File: config.mk
export PLATFORM = sky130hd
export DESIGN_NAME = traffic_ctrl
export DESIGN_NICKNAME = d
export VERILOG_FILES = /design/src/rtl/traffic_pkg.sv /design/src/rtl/tick_gen.sv /design/src/rtl/traffic_ctrl.sv
export SDC_FILE = /design/constraint.sdc
export NUM_CORES = 1
export LEC_CHECK = 0
export ABC_AREA = 1
export CAP_MARGIN = 0
export CORE_AREA = 2 2 67 75
export DETAILED_ROUTE_END_ITERATION = 8
export DIE_AREA = 0 0 69 77
export PLACE_DENSITY = 0.78
export SLEW_MARGIN = 5
export SYNTH_ARGS = -nofsm -noshare
export SYNTH_HDL_FRONTEND = slang
export SYNTH_HIERARCHICAL = 1
export SYNTH_SLANG_ARGS = --single-unit
File: constraint.sdc
create_clock -name clk -period 2.7 [get_ports clk]
set_input_delay 0.54 -clock clk [delete_from_list [all_inputs] [get_ports clk]]
set_output_delay 0.54 -clock clk [all_outputs]
set_load 0.01 [all_outputs]
File: src/rtl/traffic_pkg.sv
// rtl/traffic_pkg.sv - state encoding and lamp decode for the traffic controller
package traffic_pkg;

   localparam int STATE_W = 3;

   localparam logic [STATE_W-1:0] S_G1    = 3'd0;
   localparam logic [STATE_W-1:0] S_Y1    = 3'd1;
   localparam logic [STATE_W-1:0] S_AR1   = 3'd2;
   localparam logic [STATE_W-1:0] S_G2    = 3'd3;
   localparam logic [STATE_W-1:0] S_Y2    = 3'd4;
   localparam logic [STATE_W-1:0] S_AR2   = 3'd5;
   localparam logic [STATE_W-1:0] S_FLASH = 3'd6;

   // Lamp vectors, bit order {r1, y1, g1, r2, y2, g2}.
   localparam logic [5:0] LAMP_G1 = 6'b001_100;
   localparam logic [5:0] LAMP_Y1 = 6'b010_100;
   localparam logic [5:0] LAMP_AR = 6'b100_100;
   localparam logic [5:0] LAMP_G2 = 6'b100_001;
   localparam logic [5:0] LAMP_Y2 = 6'b100_010;

   // Decode lamps from the state register and flash phase only; an
   // unknown code shows all-red so the intersection stays safe.
   function automatic logic [5:0] lamps_of(input logic [STATE_W-1:0] st,
                                           input logic phase);
      logic [5:0] v;
      case (st)
         S_G1:        v = LAMP_G1;
         S_Y1:        v = LAMP_Y1;
         S_AR1, S_AR2: v = LAMP_AR;
         S_G2:        v = LAMP_G2;
         S_Y2:        v = LAMP_Y2;
         S_FLASH:     v = {1'b0, phase, 1'b0, 1'b0, phase, 1'b0};
         default:     v = LAMP_AR;
      endcase
      return v;
   endfunction

endpackage

File: src/rtl/tick_gen.sv
// rtl/tick_gen.sv - prescaler producing a one-cycle tick every TICK_DIV clocks
module tick_gen #(
   parameter int TICK_DIV = 50000000
) (
   input  logic clk,
   input  logic rst_n,
   input  logic clr,
   output logic tick
);

   localparam int W = (TICK_DIV > 1) ? $clog2(TICK_DIV) : 1;

   logic [W-1:0] cnt;

   assign tick = (cnt == W'(TICK_DIV - 1));

   // Count 0..TICK_DIV-1; a state change restarts the count so each state
   // gets whole ticks.
   always_ff @(posedge clk or negedge rst_n) begin
      if (!rst_n) begin
         cnt <= '0;
      end else if (clr || tick) begin
         cnt <= '0;
      end else begin
         cnt <= cnt + W'(1);
      end
   end

endmodule

File: src/rtl/traffic_ctrl.sv
// rtl/traffic_ctrl.sv - two-direction traffic light controller with pedestrian and night modes
module traffic_ctrl
   import traffic_pkg::*;
#(
   parameter int TICK_DIV = 50000000,
   parameter int G1_SEC   = 30,
   parameter int G2_SEC   = 25,
   parameter int Y_SEC    = 5,
   parameter int AR_SEC   = 1,
   parameter int PED_MIN  = 5,
   parameter int CNT_W    = 8
) (
   input  logic             clk,
   input  logic             rst_n,
   input  logic             night,
   input  logic             ped_req,
   output logic             r1,
   output logic             y1,
   output logic             g1,
   output logic             r2,
   output logic             y2,
   output logic             g2,
   output logic [CNT_W-1:0] remain,
   output logic [2:0]       state
);

   localparam logic [CNT_W-1:0] T_G1  = CNT_W'(G1_SEC - 1);
   localparam logic [CNT_W-1:0] T_G2  = CNT_W'(G2_SEC - 1);
   localparam logic [CNT_W-1:0] T_Y   = CNT_W'(Y_SEC - 1);
   localparam logic [CNT_W-1:0] T_AR  = CNT_W'(AR_SEC - 1);
   localparam logic [CNT_W-1:0] T_PED = CNT_W'(PED_MIN - 1);

   logic [STATE_W-1:0] state_q, state_d, seq_next;
   logic [CNT_W-1:0]   timer_q, timer_d;
   logic               flash_q, flash_d;
   logic               tick, clr;
   logic               is_green;

   // Timer load value on entry; FLASH keeps the timer parked at zero.
   function automatic logic [CNT_W-1:0] entry_timer(input logic [STATE_W-1:0] st);
      logic [CNT_W-1:0] t;
      case (st)
         S_G1:         t = T_G1;
         S_G2:         t = T_G2;
         S_Y1, S_Y2:   t = T_Y;
         S_AR1, S_AR2: t = T_AR;
         default:      t = '0;
      endcase
      return t;
   endfunction

   tick_gen #(.TICK_DIV(TICK_DIV)) u_tick_gen (
      .clk   (clk),
      .rst_n (rst_n),
      .clr   (clr),
      .tick  (tick)
   );

   // State register, seconds timer and flash phase.
   always_ff @(posedge clk or negedge rst_n) begin
      if (!rst_n) begin
         state_q <= S_G1;
         timer_q <= T_G1;
         flash_q <= 1'b0;
      end else begin
         state_q <= state_d;
         timer_q <= timer_d;
         flash_q <= flash_d;
      end
   end

   // Next state: expiry first, then pedestrian truncation, then decrement.
   always_comb begin
      state_d  = state_q;
      timer_d  = timer_q;
      flash_d  = flash_q;
      clr      = 1'b0;
      is_green = (state_q == S_G1) || (state_q == S_G2);

      // Night mode is only honoured at the end of an all-red clearance.
      case (state_q)
         S_G1:    seq_next = S_Y1;
         S_Y1:    seq_next = S_AR1;
         S_AR1:   seq_next = night ? S_FLASH : S_G2;
         S_G2:    seq_next = S_Y2;
         S_Y2:    seq_next = S_AR2;
         S_AR2:   seq_next = night ? S_FLASH : S_G1;
         default: seq_next = S_AR2;
      endcase

      if (state_q == S_FLASH) begin
         timer_d = '0;
         if (tick) begin
            if (!night) begin
               state_d = S_AR2;
               timer_d = T_AR;
               flash_d = 1'b0;
               clr     = 1'b1;
            end else begin
               flash_d = ~flash_q;
            end
         end
      end else if (state_q > S_FLASH) begin
         // Unreachable codes recover through an all-red clearance.
         state_d = S_AR2;
         timer_d = T_AR;
         flash_d = 1'b0;
         clr     = 1'b1;
      end else if (tick && (timer_q == '0)) begin
         state_d = seq_next;
         timer_d = entry_timer(seq_next);
         flash_d = 1'b0;
         clr     = 1'b1;
      end else if (is_green && ped_req && (timer_q > T_PED)) begin
         timer_d = T_PED;
      end else if (tick) begin
         timer_d = timer_q - CNT_W'(1);
      end
   end

   // Moore outputs decoded from registered state only.
   always_comb begin
      {r1, y1, g1, r2, y2, g2} = lamps_of(state_q, flash_q);
      remain = timer_q;
      state  = state_q;
   end

endmodule
Word-level counts from Yosys, hierarchy flattened. Cells that the tools add are included.

Register bits after elaboration: 38. Bits in latches: 0. Bits of input ports: 4. Memories: 0. Memory bits (read-only): 0. Memory bits (writable): 0.

Bitwise operators: 1. Reductions and logical operators: 13. Magnitude comparators: 2. Divide/modulo/power cells: 0. $mul: 0. $add $sub $neg: 2. Shift operators: 0. Equality and inequality tests: 12. Multiplexer cells: 26.

Operators with widths (count): $mux W8 (5); $pmux W6 S5 (1); $add A26 B1 Y26 const B (1); $eq A26 B26 Y1 const B (1); $mux W26 (1); $mux W3 (7); $pmux W3 S5 (1); $pmux W5 S3 (1); $eq A3 B3 Y1 const B (4); $mux W1 (10); $eq A3 B2 Y1 const B (3); $gt A8 B3 Y1 const B (1); $logic_not A8 Y1 (1); $sub A8 B1 Y8 const B (1); $eq A3 B1 Y1 const B (2); $logic_not A3 Y1 (2); $reduce_bool A5 Y1 (1); $ne A2 B2 Y1 const B (2); $gt A3 B3 Y1 const B (1); $logic_and A1 B1 Y1 (3); $reduce_and A3 Y1 (1); $reduce_bool A3 Y1 (1); $logic_or A1 B1 Y1 (2); $reduce_and A2 Y1 (1); other kinds (2) (2).

Longest topological paths before layout. Gate-level depths: netlist (run 1).

Depth in word-level cells: 8. Mapped depth: 13.

Modules after synthesis. Netlist (run 1), hierarchy kept.

Modules (own cells, without submodules): tick_gen (times used 1, cells an instance 227, seq. area each 650.6 um2, area each 1589.0 um2); traffic_ctrl (times used 1, cells an instance 153, seq. area each 305.3 um2, area each 985.9 um2).

Least setup slack after synthesis (run 1). Ideal clock, no wire load.

Kind: register to register. From: reg u_tick_gen.cnt[0]. To: reg u_tick_gen.cnt[15]. Required time: 2.581 ns. Data arrival time: 1.921 ns. Period minus slack after synthesis: 2.040 ns. Stages on the path, launching flop included: 13. Library setup time: 0.119 ns. Setup slack: 0.660 ns. Cell sequence: dfrtp_1 > ha_1 > nand3_1 > nor2_1 > nand2_1 > nor3_1 > nand3_1 > nand2_1 > nand3_2 > inv_1 > o21bai_4 > buf_6 > nor2_1.

Word-level cells in the longest chain between the ends: 7. Elaborated cells between the ends (all ways): 9.

RTL lines: start, declared (line tick_gen.sv:13) `logic [W-1:0] cnt;`; start signal, assigned (line tick_gen.sv:25) `cnt <= cnt + W'(1);`; $eq A26 B26 Y1 (*) (line tick_gen.sv:15) `assign tick = (cnt == W'(TICK_DIV - 1));`; named net tick (line traffic_ctrl.sv:36) `logic tick, clr;`; $logic_and A1 B1 Y1 (line traffic_ctrl.sv:109) `end else if (tick && (timer_q == '0)) begin`; $mux W1 (line traffic_ctrl.sv:109); $mux W1 (line traffic_ctrl.sv:103) `end else if (state_q > S_FLASH) begin`; $mux W1 (*) (line traffic_ctrl.sv:91) `if (state_q == S_FLASH) begin`; named net clr (line traffic_ctrl.sv:36); $logic_or A1 B1 Y1 (*) (line tick_gen.sv:22) `end else if (clr || tick) begin`; $mux W26 (*) (line tick_gen.sv:22).

The timed path passes the listed nets; every way through them passes the cells marked *. A chain may end at the register's enable or synchronous reset.

Worst setup path after layout (run 1).
From: reg state_q[1] (netlist: state[1]). To: out r1.

Word-level cells in the longest chain between the ends: 2. Elaborated cells between the ends (all ways): 6.

RTL lines: start, declared (line traffic_ctrl.sv:33) `logic [STATE_W-1:0] state_q, state_d, seq_next;`; start signal, assigned (line traffic_ctrl.sv:66) `state_q <= state_d;`; $eq A3 B3 Y1, or another cell as far along (line traffic_pkg.sv:26) `case (st)`; $pmux W6 S5 (*) (line traffic_pkg.sv:26); end, declared (line traffic_ctrl.sv:17) `output logic r1,`.

Mark *: on every way between the ends. The rest lies on a longest branch, timed or not.

==> metrics.md, run 1 <==
| Metric | Value |
|---|---|
| Via total after detailed routing | `2354` |
| Critical path endpoint category | `output pin` |
| CTS max path bufs | `2` |
| Floorplan row count | `26` |
| Number of placed instances, taps included | `453` |
| Clock transition at the register clock pins on the worst setup and hold paths after CTS | `0.08 ns` |
| Number of standard cells in the layout, taps in and fillers out | `461` |
| Clock tree from TritonCTS | `built` |
| Pins over their slew limit | `0` |
| # resized after CTS | `0` |
| Post-route DRC | `0` |
| Peak ir drop on the vdd network | `0.000162 V` |
| Maximum number of pins on one net before global-route repair | `39` |
| Total nets after synthesis | `388` |
| Portion of netlist area occupied by mux cells | `0%` |
| Total Die Area | `5310 um^2` |
| Flip-flop and latch count after synthesis | `38` |
| Gate count after technology mapping | `380` |
| Final setup violation count | `0` |
| Die outline height | `a little under 80 um` |
| Number of antenna cells inserted | `0` |
| Clock latency on the worst-skew pair | `0.29 ns` |
| CP Data Arrival Time | `1.92 ns` |
| Level count of the clock H-tree | `2` |
| Status | `complete, no violations` |
| Setup tns final | `0 ns` |
| Main combinational cell family by area after synthesis | `simple AND/OR/NAND/NOR gates` |
| Critical path fanouts, max | `10` |
| Core outline area | `4550 um^2` |
| Critical path start-end classification | `flop to output pin` |
| I/O Pins | `21` |
| Synth Area in XOR/XNOR | `5.10%` |
| Cell with the most instances after synthesis | `nand2_1` |
| Unique masters post-synth | `27` |
| Largest area contributor in the synthesized netlist | `dfrtp_1` |
| Count of antenna-violating nets left after detailed routing | `0` |
| Mean instance size in the synthesized netlist | `6.78 um^2` |
| Horiz. Die Dim | `69 um` |
| Tot GR Track Use | `between 20% and 30%` |
| Setup repair after global routing missed its margin | `no` |
| Basic-gate share of the synthesized area counting and, or, nand and nor cells | `43.5%` |
| Max-slew headroom at the worst pin | `44.2%` |
| Synthesized-area fraction occupied by adder cells | `1.94%` |
| Gpl congestion | `0.887` |
| Root cell of the clock tree | `clkbuf_8` |
| Number of hold violations in the final report | `0` |
| Max Clock Skew | `around 0.0091 ns` |
| Yosys warning count | `6` |
| Final Net Count | `412` |
| Final min period | `2.46 ns` |
| HPWL after DPL | `~4200 um` |
| Area share of the leading cell type in the synthesized netlist | `33.0%` |
| Synth Area in Compound Gates | `3.74%` |
| First-pass DRT Iterations | `5` |
| Element type at the critical path start | `flop` |
| Wire length of the first global-routing pass | `between 9000 and 10000 um` |
| Fraction of the core area covered by cells at the end of the flow | `63.7%` |
| Area growth syn-to-layout | `12.7%` |
| Fmax | `between 400 and 500 MHz` |
| Starting density of the core | `56.5%` |
| Cell area after technology mapping | `roughly 2600 um^2` |
| EDFF count, synth | `0` |
| Worst Path Required | `2.16 ns` |
| Vias per cell | `5.11` |
| Number of global-route vias before repair | `2277` |
| Synth async-reset ratio | `100%` |
| Number of port buffers | `20` |
| Detailed-route wire length per cell | `12.0 um` |
| Primary flip-flop cell chosen by synthesis mapping | `dfrtp_1` |
| Number of clock sinks seen by CTS | `38` |
| Fraction of final layout cells sized beyond drive strength 1 | `9.38%` |
| Register area share after synthesis | `37.1%` |
| Slew of the pin with the lowest slew margin | `roughly 0.84 ns` |
| Total power divided by cell area | `341 nW/um^2` |
| Buffer count from post-CTS setup fixing | `0` |
| Antenna violations before repair | `0` |
| Routed Wire Length | `between 5000 and 6000 um` |
| Top cells by instance count after synthesis | `nand2_1, nor2_1, inv_1` |
| Number of CTS-inserted buffers | `5` |
| Dominant cells by area after synthesis | `dfrtp_1, nand2_1, nor2_1, inv_1, nand3_1` |
| CTS hold repair buffers | `0` |
| Worst min-delay path category | `primary input to async pin` |
| Starting DRT DRC Count | `96` |
| Post-route fraction of the period consumed by the critical path | `91.3%` |
| Remaining Overflow, GRT | `0` |
| Pleak | `1.43 nW` |
| Max Cap Viol | `0` |
==> registers in the layout (all words and copies together), names as in the netlist <==
register and count:
state 3, remain 8, flash_q 1, u_tick_gen/cnt 26
==> critical path, stage by stage, from the launching register on <==
cell and delay [ns]:
dfrtp_1 0.52, nand2_2 0.20, inv_4 0.06, nand2_2 0.08
inv_1 0.08, a21oi_1 0.13, clkdlybuf4s50_1 0.55
==> cells by family after synthesis <==
logic type | after synthesis
buffers and inverters | 52
xor gates and xnor gates | 15
AOI/OAI and AO/OA | 13
adders and majority gates | 4
and+or+nand+nor | 258
DFF | 38
==> per-layer routing <==
metal / wire length [um] / share of wire (%) / track usage, %
met5: 0 / 0 / 0
met2: 2780 / 50 / 39.0
met4: 136 / 2.5 / 8.82
met3: 203 / 3.7 / 3.81
met1: 2430 / 44 / 26.4
==> power breakdown <==
part           switching [mW]  leakage [nW]  internal (mW)
logic                  0.0121         0.880        0.00316
registers                   0         0.498          0.569
clock network           0.200        0.0482          0.206
total                   0.212          1.43          0.778
==> layout by cell type (no fill, tap or decap), types with 2 or more instances in the layout <==
cell	instances
nor2_2	6
o21ai_0	4
nor2_1	72
inv_2	4
nand4_1	8
xnor2_1	8
ha_1	4
nand2_1	123
nand3_1	31
nand3_2	2
nand2_4	4
a21oi_1	4
and2_1	3
dfrtp_1	34
nand2_2	4
clkbuf_8	6
inv_1	44
dfstp_2	4
nor2_4	2
nor3_1	2
xor2_1	7
clkdlybuf4s50_1	19
==> worst paths after layout <==
check	startpoint	endpoint	slack, ns	depth (start not counted)
setup / recovery	state[1]	r1	0.24	6
hold / removal	rst_n	u_tick_gen/cnt[8]	0.35	1
max in group asynchronous	rst_n	u_tick_gen/cnt[11]	1.83	1
setup reg to reg	u_tick_gen/cnt[0]	u_tick_gen/cnt[9]	0.28	11
hold reg to reg	remain[0]	remain[0]	0.49	2
min in group clk	remain[0]	remain[0]	0.49	2
==> layout make-up <==
class                           count  area [um^2]
Multi-Input combinational cell    290         1400
Clock inverter                      1         5.00
Fill cell                         403         1650
Timing Repair Buffer               20          195
Sequential cell                    38          956
Clock buffer                        7         86.3
Tap cell                           56         70.1
Inverter                           49          186
==> metrics by stage <==
step                      power (mW)  area [um^2]  worst slack, ns  hold slack [ns]
after floorplan                0.581         2570            0.660            0.244
after global routing            1.03         2900           0.0352            0.418
after CTS                       1.00         2900            0.170            0.372
after detailed placement       0.596         2810            0.200            0.478
final                          0.990         2900            0.236            0.347
after global placement         0.596         2810            0.435            0.474
No activity file was read; power rests on OpenSTA's default activity.
==> inputs of run 2 (changes only) <==
Clock period 2.7 ns to 2.3 ns, I/O delays scaled along.
==> run 2 against run 1 <==
Compared with the run above: wire length increased by 5.4%; final area increased by 4.7%; non-clock buffer count increased by 5; first-iteration DRC count increased by 100%; clock-buffer cell count decreased by 1; worst hold slack got worse by 0.081 ns; combinational power increased by 19%; highest routed layer unchanged; global-route usage increased by 0.33 points; die area unchanged.
==> metrics.md, run 2 (same netlist as run 1, synthesis figures left out) <==
| Metric | Value |
|---|---|
| Wire length of the first global-routing pass | `9710 um` |
| HPWL after DPL | `4130 um` |
| Placement-stage worst setup slack | `-0.0519 ns` |
| CTS max path bufs | `2` |
| Vias per cell | `5.23` |
| Setup repair after global routing missed its margin | `no` |
| Post-route DRC | `0` |
| Worst Path Required | `about 1.8 ns` |
| Floorplan row count | `26` |
| Remaining Overflow, GRT | `0` |
| Count of antenna-violating nets left after detailed routing | `0` |
| Number of port buffers | `20` |
| Fmax | `approximately 450 MHz` |
| CP Data Arrival Time | `1.77 ns` |
| Core outline area | `4550 um^2` |
| Final setup violation count | `0` |
| Number of global-route vias before repair | `2250` |
| Final min period | `2.23 ns` |
| Number of hold violations in the final report | `0` |
| Via total after detailed routing | `between 2000 and 2500` |
| Commonest cells after routing, fill and taps aside | `nand2_1, nor2_1, inv_1, dfrtp_1, nand3_1` |
| Starting DRT DRC Count | `192` |
| Starting density of the core | `56.5%` |
| Die outline height | `a little under 80 um` |
| Final Net Count | `419` |
| Routed Wire Length | `~5800 um` |
| Slew of the pin with the lowest slew margin | `0.846 ns` |
| Level count of the clock H-tree | `2` |
| Antenna violations before repair | `0` |
| Critical path start-end classification | `flop to output pin` |
| Final-layout fill cell count | `389` |
| Tot GR Track Use | `around 22%` |
| Max-slew headroom at the worst pin | `43.6%` |
| Post-route fraction of the period consumed by the critical path | `96.8%` |
| Critical path endpoint category | `output pin` |
| Fraction of the core area covered by cells at the end of the flow | `around 67%` |
| Element type at the critical path start | `flop` |
| Clock tree from TritonCTS | `built` |
| I/O Pins | `21` |
| Area growth syn-to-layout | `18.0%` |
| Pins over their slew limit | `0` |
| Gpl congestion | `0.901` |
| Horiz. Die Dim | `approximately 69 um` |
| Peak ir drop on the vdd network | `0.000242 V` |
| Max reg flops | `26` |
| Number of antenna cells inserted | `0` |
| First-pass DRT Iterations | `4` |
| Largest reg by FF count | `u_tick_gen/cnt` |
| Clock latency on the worst-skew pair | `roughly 0.3 ns` |
| Most common cell after layout, fill and taps aside | `nand2_1` |
| Critical path fanouts, max | `8` |
| Fraction of final layout cells sized beyond drive strength 1 | `about an eighth` |
| CTS hold repair buffers | `0` |
| Max Clock Skew | `0.00983 ns` |
| Status | `complete, no violations` |
| Total Die Area | `5310 um^2` |
| Max Cap Viol | `0` |
| Total power divided by cell area | `459 nW/um^2` |
| Clock transition at the register clock pins on the worst setup and hold paths after CTS | `0.08 ns` |
| Detailed-route wire length per cell | `around 12 um` |
| Worst min-delay path category | `primary input to async pin` |
| Minimum setup slack in the final design | `0.0731 ns` |
| Maximum number of pins on one net before global-route repair | `39` |
| Number of CTS-inserted buffers | `5` |
| Pleak | `around 1.5 nW` |
| Root cell of the clock tree | `clkbuf_8` |
| Number of clock sinks seen by CTS | `38` |
## run 2: worst max-delay path, cell delays in order, from the launching register on
cell and delay (ns):
dfrtp_2 0.49, nand2_4 0.12, inv_4 0.05, nand2_2 0.07, inv_1 0.07, a21oi_1 0.11
clkdlybuf4s50_1 0.54
## run 2: final timing paths
path	startpoint	to	slack [ns]	cells past startpoint
max reg2reg	u_tick_gen/cnt[0]	u_tick_gen/cnt[9]	0.22	11
min in group clk	remain[0]	remain[0]	0.50	2
max in group asynchronous	rst_n	state[0]	1.45	1
min	rst_n	u_tick_gen/cnt[3]	0.27	1
min reg2reg	remain[0]	remain[0]	0.50	2
max	state[2]	r1	0.07	6
## run 2: metrics by stage
| stage | TNS [ns] | instances | hold slack (ns) | power [mW] | instance area, um^2 |
|---|---|---|---|---|---|
| after floorplan | 0 | 380 | 0.164 | 0.682 | 2570 |
| after global routing | 0 | 468 | 0.348 | 1.44 | 3040 |
| after global placement | 0 | 457 | 0.472 | 0.700 | 2840 |
| after detailed placement | -0.533 | 457 | 0.484 | 0.700 | 2840 |
| after CTS | 0 | 465 | 0.299 | 1.41 | 2990 |
| final | 0 | 468 | 0.266 | 1.40 | 3040 |
## run 2: power by group
part / total (mW) / internal, mW / switching (mW)
registers: 0.668 / 0.668 / 0
clock network: 0.710 / 0.463 / 0.247
logic: 0.0181 / 0.00371 / 0.0144
total: 1.40 / 1.13 / 0.262
## run 2: layer usage
metal,up-vias,wire [um],global-route usage [%],part of all wire (%)
met5,-,0,0,0
met4,0,140,10.6,2.4
met3,14,260,3.42,4.4
met2,67,2960,39.9,51
met1,1123,2490,26.2,43
li1,1244,-,-,-
## run 2: layout make-up
class / count / area, um^2 / area share [%]
clock buffer: 6 / 82.6 / 2.72
clock inverter: 2 / 60.1 / 1.98
inverter: 49 / 186 / 6.13
multi-input combinational: 292 / 1450 / 47.6
sequential: 38 / 958 / 31.5
tap: 56 / 70.1 / 2.31
timing repair buffer: 25 / 235 / 7.74
## run 2: what timing repair did
| item | 4_1_cts | 5_1_grt |
|---|---|---|
| pin swaps | 0 | 1 |
| gates cloned | 0 | 2 |
| endpoints found under the setup margin | 27 | 27 |
| setup buffers | 0 | 1 |
| gates resized for setup | 2 | 6 |
==> inputs of run 3 (changes only) <==
Settings changed: CORE_AREA 2 2 67 75 to 2 2 66 74, CTS_BUF_LIST from default to sky130_fd_sc_hd__clkbuf_8, DIE_AREA 0 0 69 77 to 0 0 68 76, PLACE_DENSITY 0.78 to 0.8.
==> run 3 against run 2 <==
Compared with the run above: non-clock buffer count increased by 1; sequential share of layout area increased by 0.14 points; total power decreased by 17%; combinational power about the same; final area decreased by 0.58%; sequential power about the same; worst setup slack improved by 0.020 ns; utilization increased by 0.58 points; clock power decreased by 33%; highest routed layer unchanged.
==> metrics.md, run 3 (same netlist as run 1, synthesis figures left out) <==
| Metric | Value |
|---|---|
| Fraction of final layout cells sized beyond drive strength 1 | `12.1%` |
| Die outline height | `76 um` |
| Depth of the worst register-to-register path | `11` |
| Number of placed instances, taps included | `457` |
| Tot GR Track Use | `about a quarter` |
| Most common cell after layout, fill and taps aside | `nand2_1` |
| CP Data Arrival Time | `between 1.5 and 2 ns` |
| Clock latency on the worst-skew pair | `0.29 ns` |
| Max reg flops | `26` |
| Area growth syn-to-layout | `17.3%` |
| Wire length of the first global-routing pass | `9860 um` |
| Pins over their slew limit | `0` |
| Number of standard cells in the layout, taps in and fillers out | `470` |
| Gpl congestion | `~0.86` |
| Post-route DRC | `0` |
| Peak ir drop on the vdd network | `between 0.0002 and 0.0003 V` |
| Final hold slack | `approximately 0.27 ns` |
| Slew of the pin with the lowest slew margin | `~0.84 ns` |
| Reg-to-Reg Start | `u_tick_gen/cnt[0]` |
| Maximum number of pins on one net before global-route repair | `39` |
| Level count of the clock H-tree | `2` |
| Number of global-route vias before repair | `2305` |
| Horiz. Die Dim | `68 um` |
| Number of clock sinks seen by CTS | `38` |
| Vias per cell | `5.26` |
| HPWL after DPL | `4290 um` |
| Max-slew headroom at the worst pin | `43.8%` |
| Total power divided by cell area | `384 nW/um^2` |
| Core outline area | `4490 um^2` |
| Starting DRT DRC Count | `173` |
| Placement-stage worst setup slack | `-0.0446 ns` |
| First-pass DRT Iterations | `4` |
| Antenna violations before repair | `0` |
| CTS max path bufs | `2` |
| Number of CTS-inserted buffers | `5` |
| Number of port buffers | `20` |
| Minimum setup slack in the final design | `~0.093 ns` |
| Routed Wire Length | `between 6000 and 7000 um` |
| Commonest cells after routing, fill and taps aside | `nand2_1, nor2_1, inv_1, dfrtp_1, nand3_1` |
| Starting density of the core | `57.4%` |
| Remaining Overflow, GRT | `0` |
| Fmax | `453 MHz` |
| Pleak | `1.53 nW` |
| Via total after detailed routing | `2471` |
| Number of hold violations in the final report | `0` |
| Setup tns final | `0 ns` |
| Worst min-delay path category | `primary input to async pin` |
| Detailed-route wire length per cell | `approximately 13 um` |
| Final setup violation count | `0` |
| Final-layout fill cell count | `388` |
| Critical path endpoint category | `output pin` |
| Timing startpoint of the critical path | `state[2]` |
| Clock tree from TritonCTS | `built` |
| Max Clock Skew | `0.00766 ns` |
| Post-route fraction of the period consumed by the critical path | `96.0%` |
| Critical path fanouts, max | `6` |
| Floorplan row count | `26` |
| Status | `complete, no violations` |
| Worst reg-to-reg setup slack | `~0.19 ns` |
| Reg2reg end | `u_tick_gen/cnt[19]` |
| Final min period | `2.21 ns` |
| I/O Pins | `21` |
| Final Net Count | `about 420` |
| Max Cap Viol | `0` |
| Count of antenna-violating nets left after detailed routing | `0` |
| Total Die Area | `5170 um^2` |
| Element type at the critical path start | `flop` |
| Root cell of the clock tree | `clkbuf_8` |
| Number of antenna cells inserted | `0` |
| Largest reg by FF count | `u_tick_gen/cnt` |
| Worst Path Required | `1.84 ns` |
| Critical path start-end classification | `flop to output pin` |
| CTS hold repair buffers | `0` |
| Clock transition at the register clock pins on the worst setup and hold paths after CTS | `0.08 ns` |
run 3: cell count changes in the layout (fill, tap and decap cells not counted), sizes merged:
cell and delta:
clkdlybuf4s50 -1, o21bai +1, bufinv -2, buf +1, dlymetal6s2s +1, clkinv +1
inv +1
run 3: metrics by stage:
step / cell area [um^2] / utilization [%] / total power [mW]
6_report: 3020 / 67.3 / 1.16
5_1_grt: 3020 / 67.3 / 1.21
4_1_cts: 2930 / 65.4 / 1.18
3_5_place_dp: 2840 / 63.2 / 0.700
3_3_place_gp: 2840 / 63.2 / 0.700
2_1_floorplan: 2570 / - / 0.682
run 3: where the power goes:
part,switching (mW),leakage (nW),internal (mW)
Clock,0.238,0.0524,0.238
Combinational,0.0143,0.979,0.00371
Sequential,0,0.496,0.668
run 3: per-layer routing:
metal / vias to the layer above / wire length (um) / track usage, %
met5: - / 0 / 0
met3: 17 / 264 / 4.73
met2: 68 / 3000 / 40.8
li1: 1254 / - / -
met4: 0 / 181 / 10.8
met1: 1132 / 2570 / 29.8
run 3: critical path, cell delays in order (launching register included):
cell,delay (ns)
dfrtp_2,0.45
buf_12,0.15
inv_2,0.11
nand3_1,0.13
inv_1,0.08
clkdlybuf4s50_1,0.54
run 3: worst max path at each step:
| stage | end | slack [ns] |
|---|---|---|
| 6_report | g2 | 0.09 |
| 3_3_place_gp | u_tick_gen/cnt[23] | 0.08 |
| 4_1_cts | r1 | 0.02 |
| 2_1_floorplan | u_tick_gen/cnt[15] | 0.26 |
| 3_5_place_dp | u_tick_gen/cnt[14] | -0.04 |
| 5_1_grt | u_tick_gen/cnt[3] | -0.003 |
run 3: timing repair:
action | in CTS | in global routing
setup buffers | 0 | 2
resized for setup | 2 | 7
cloned | 0 | 3
endpoints found under the setup margin | 26 | 28
run 3: final cells by class:
type                       count  area (um^2)  area share [%]
sequential                    38          957            31.7
clock buffer                   6         82.6            2.73
timing repair buffer          26          258            8.53
tap                           56         70.1            2.32
inverter                      49          186            6.17
clock inverter                 2         8.76           0.290
multi-input combinational    293         1460            48.3
